==> config.mk <==
export PLATFORM = sky130hd
export DESIGN_NAME = fsm_contador_updown_param
export DESIGN_NICKNAME = d
export VERILOG_FILES = /design/src/rtl/fsm_contador_updown_param.sv
export SDC_FILE = /design/constraint.sdc
export NUM_CORES = 1
export LEC_CHECK = 0
export BUFFER_PORTS_ARGS = -buffer_cell sky130_fd_sc_hd__buf_2
export CORE_AREA = 3 3 40 42
export DETAILED_ROUTE_END_ITERATION = 6
export DIE_AREA = 0 0 43 45
export PLACE_DENSITY = 0.59
export SLEW_MARGIN = 20
export SYNTH_ARGS = -nofsm -noshare
export SYNTH_HDL_FRONTEND = slang
export SYNTH_SLANG_ARGS = --single-unit
==> constraint.sdc <==
create_clock -name clk -period 2.79 [get_ports clk]
set_clock_uncertainty 0.1 [all_clocks]
set_input_delay 0.1395 -clock clk [delete_from_list [all_inputs] [get_ports clk]]
set_output_delay 0.1395 -clock clk [all_outputs]
set_load 0.02 [all_outputs]
==> src/rtl/fsm_contador_updown_param.sv <==
// Parametrised modulo-MODULUS up/down counter FSM with enable, clamped parallel load, tc and wrap flags.
// Optional Gray-coded output qg is enabled by defining FSM_CNT_GRAY_EN.
module fsm_contador_updown_param #(
  parameter int WIDTH   = 4,
  parameter int MODULUS = 10,
  parameter int RST_VAL = 0
) (
  input  logic             clk,
  input  logic             rst,
  input  logic             en,
  input  logic             dir,
  input  logic             ld,
  input  logic [WIDTH-1:0] d,
  output logic [WIDTH-1:0] q,
  output logic             tc,
  output logic             wrap
`ifdef FSM_CNT_GRAY_EN
  ,
  output logic [WIDTH-1:0] qg
`endif
);

  if (WIDTH < 1 || WIDTH > 16 || MODULUS < 2 || MODULUS > (1 << WIDTH) ||
      RST_VAL < 0 || RST_VAL >= MODULUS) begin : g_bad_params
    $error("fsm_contador_updown_param: illegal WIDTH/MODULUS/RST_VAL combination");
  end

  localparam logic [WIDTH-1:0] MAX_Q   = WIDTH'(MODULUS - 1);
  localparam logic [WIDTH-1:0] RST_Q   = WIDTH'(RST_VAL);
  localparam logic [WIDTH-1:0] ONE_Q   = WIDTH'(1);
  localparam logic [WIDTH:0]   MOD_EXT = (WIDTH + 1)'(MODULUS);

  logic [WIDTH-1:0] state_q, state_d;
  logic             wrap_q, wrap_d;

  // State register: the count value is the FSM state.
  always_ff @(posedge clk) begin
    if (!rst) begin
      state_q <= RST_Q;
      wrap_q  <= 1'b0;
    end else begin
      state_q <= state_d;
      wrap_q  <= wrap_d;
    end
  end

  // Next-state logic: ld beats en; loads outside the range clamp to the top state.
  always_comb begin
    state_d = state_q;
    wrap_d  = 1'b0;
    if (ld) begin
      state_d = ({1'b0, d} < MOD_EXT) ? d : MAX_Q;
    end else if (en) begin
      if (dir) begin
        wrap_d  = (state_q == '0);
        state_d = wrap_d ? MAX_Q : state_q - ONE_Q;
      end else begin
        wrap_d  = (state_q == MAX_Q);
        state_d = wrap_d ? '0 : state_q + ONE_Q;
      end
    end
  end

  // Output logic.
  always_comb begin
    q    = state_q;
    wrap = wrap_q;
    tc   = en & (dir ? (state_q == '0) : (state_q == MAX_Q));
  end

`ifdef FSM_CNT_GRAY_EN
  logic [WIDTH-1:0] qg_q, qg_d;

  // Gray code is registered from the next state so it lines up with q on the same edge.
  always_comb qg_d = state_d ^ (state_d >> 1);

  always_ff @(posedge clk) begin
    if (!rst) qg_q <= RST_Q ^ (RST_Q >> 1);
    else      qg_q <= qg_d;
  end

  assign qg = qg_q;
`endif

endmodule

==> metrics <==
Final Slew Violations 0; drt via density 5.04; final worst slack 1120 ps; status complete, no violations; fillcell total 135; post-placement worst setup slack 1440 ps; Worst Path Max Fanout 10; FF-to-FF Start q[0]$_SDFFE_PN0P_; DRC Markers 0; Post-Route WL 1010 µm; grt ovf 0; # IOs 15; DR iter-0 viols 3; H-Tree Depth 1; Area growth, synth to finish 16.3%; first-pass GRT wire length 1660 µm; Rel. slew slack 0.752; Site Rows 13; total nets after synthesis 63; die area 1940 µm²; maximum ir drop on the vdd rail 0.172 mV; Worst Hold Path EP q[1]$_SDFFE_PN0P_; total power divided by cell area 469 nW/µm²; post-route antenna net violation count 0; GR Util met1 0.145; largest net degree at the start of global routing 12; Critical Path AT 1430 ps; yosys warns 0; Synth area leader dfxtp_1; Root Buffer Master clkbuf_4; Placer Congestion 0.730; post-synthesis cell count 54; clk_lat worst skew 240 ps; vias in the first global route 386; share of layout cells above drive strength 1 0.299; Initial Utilization 0.334; CTS max path bufs 2; Period minus WS final 1670 ps; RSZ-0062 raised after global routing false; Avg Inst Size Synth 7.95 µm²; sequential fraction of the synthesis area 0.233; Worst Min Path Start rst; initial antenna violation count 0; Post-Syn Area 429 µm²; crit end category output pin; CORE AREA 1280 µm²; chip width 43 µm; worst-margin pin slew 371 ps; Fmax achieved 600 MHz; GRT met2 Usage 0.171; Yosys reg bits 5; final setup violating endpoints 0; leakage power 0.227 nW; Post CTS Setup Buffer Count 0; main flop type after synthesis dfxtp_1; post-synth top area share 0.233; port bufs 14; fin nets 77; Post-synth EDFFs 0; DR pass1 iterations 3; max_cap viols 0; HPWL Detailed 689 µm; Worst setup startpoint q[0]$_SDFFE_PN0P_; # diodes 0; fin crit share 0.597; TritonCTS buffer count 3; r2r setup slk 1450 ps; grt met3 use 0.0359; critical path type reg2out; number of hold buffers added after cts 0; CP Launch Type flip-flop; routed vias 413; drt wl/cell 12.3 µm; busiest layer in global routing met2; CTS tree built; reg-to-reg endpoint q[2]$_SDFFE_PN0P_; Clock transition at path regs 40 ps; post-CTS sizing 0; CP Data Required Time 2550 ps; R2R cell count 4; Setup TNS Final 0 ps; Final Hold Violating Endpoints 0; ranking of synthesized cells by area dfxtp_1, buf_6, nand3b_1, nand2b_1, o21ai_0; Distinct cells, synth 25; hold crit path type in2reg; GRT Total Usage 0.116; Die H 45 µm; Worst Hold Depth 3; ys async rst share 0; Sink Count 5
## critical path: stages (launching register included)
cell and delay [ps]:
dfxtp_1 530, nand2_1 90, o22ai_1 170, and3_1 220, buf_2 180
## cells by family after synthesis
| kind of cell | count (synthesis) | share of synthesized area |
|---|---|---|
| flops | 5 | 0.233 |
| compound gates | 17 | 0.283 |
| simple gates | 21 | 0.286 |
| xor+xnor | 2 | 0.0408 |
| mux | 1 | 0.0262 |
| buf+inv | 8 | 0.131 |
## registers in the layout, indices dropped and copies added, names as in the netlist
name	flops
q	4
wrap	1
## layout make-up
type / count / area (µm²) / share of cell area
clock buffer: 4 / 26.3 / 0.0526
inverter: 3 / 11.3 / 0.0226
multi-input combinational: 41 / 273 / 0.546
sequential: 5 / 100 / 0.201
tap: 15 / 18.8 / 0.0376
timing repair buffer: 14 / 70.1 / 0.140
## how the worst max path moves through the flow
stage	end	slack [ps]
2_1_floorplan	wrap$_SDFF_PP0_	1410
3_3_place_gp	q[2]$_SDFFE_PN0P_	1440
3_5_place_dp	q[2]$_SDFFE_PN0P_	1440
4_1_cts	tc	1120
5_1_grt	tc	1060
6_report	tc	1120
## layer usage
metal / part of all wire / vias up / routed length (µm)
met3: 0.039 / 0 / 39
met1: 0.50 / 184 / 506
met5: 0 / - / 0
met2: 0.46 / 10 / 466
met4: 0 / 0 / 0
li1: - / 219 / -
## cell usage in the layout, fill, tap and decap left out, drive strengths merged, types with 2 or more instances in the layout
cell type  instances
nand2              5
a31oi              2
inv                3
nand3b             4
buf               14
nand2b             4
o311ai             2
dfxtp              5
o22ai              2
a21oi              3
o21ai              4
clkbuf             4
nor2               3
nor2b              2
## stage by stage
| stage | power, mW | hold WS (ps) | instances | area [µm²] | utilization |
|---|---|---|---|---|---|
| global placement | 0.150 | 321 | 78 | 473 | 0.368 |
| floorplan | 0.138 | 156 | 54 | 429 | - |
| detailed placement | 0.150 | 316 | 78 | 473 | 0.368 |
| CTS | 0.237 | 57.5 | 82 | 499 | 0.389 |
| finish | 0.234 | 70.7 | 82 | 499 | 0.389 |
| global route | 0.250 | 65.9 | 82 | 499 | 0.389 |
## report_power, final
part	total, mW	internal, mW	switching, mW
combinational	0.0605	0.0278	0.0327
clock	0.0835	0.0541	0.0295
sequential	0.0901	0.0769	0.0132
## Yosys cell counts (2+ instances only)
library cell / instances
nand2b_1: 4
inv_1: 3
a31oi_1: 2
nand2_1: 5
o21ai_0: 4
o311ai_0: 2
dfxtp_1: 5
nand3b_1: 4
buf_6: 3
o22ai_1: 2
nor2b_1: 2
nor2_1: 3
a21oi_1: 3
No activity file was read; power rests on OpenSTA's default activity.
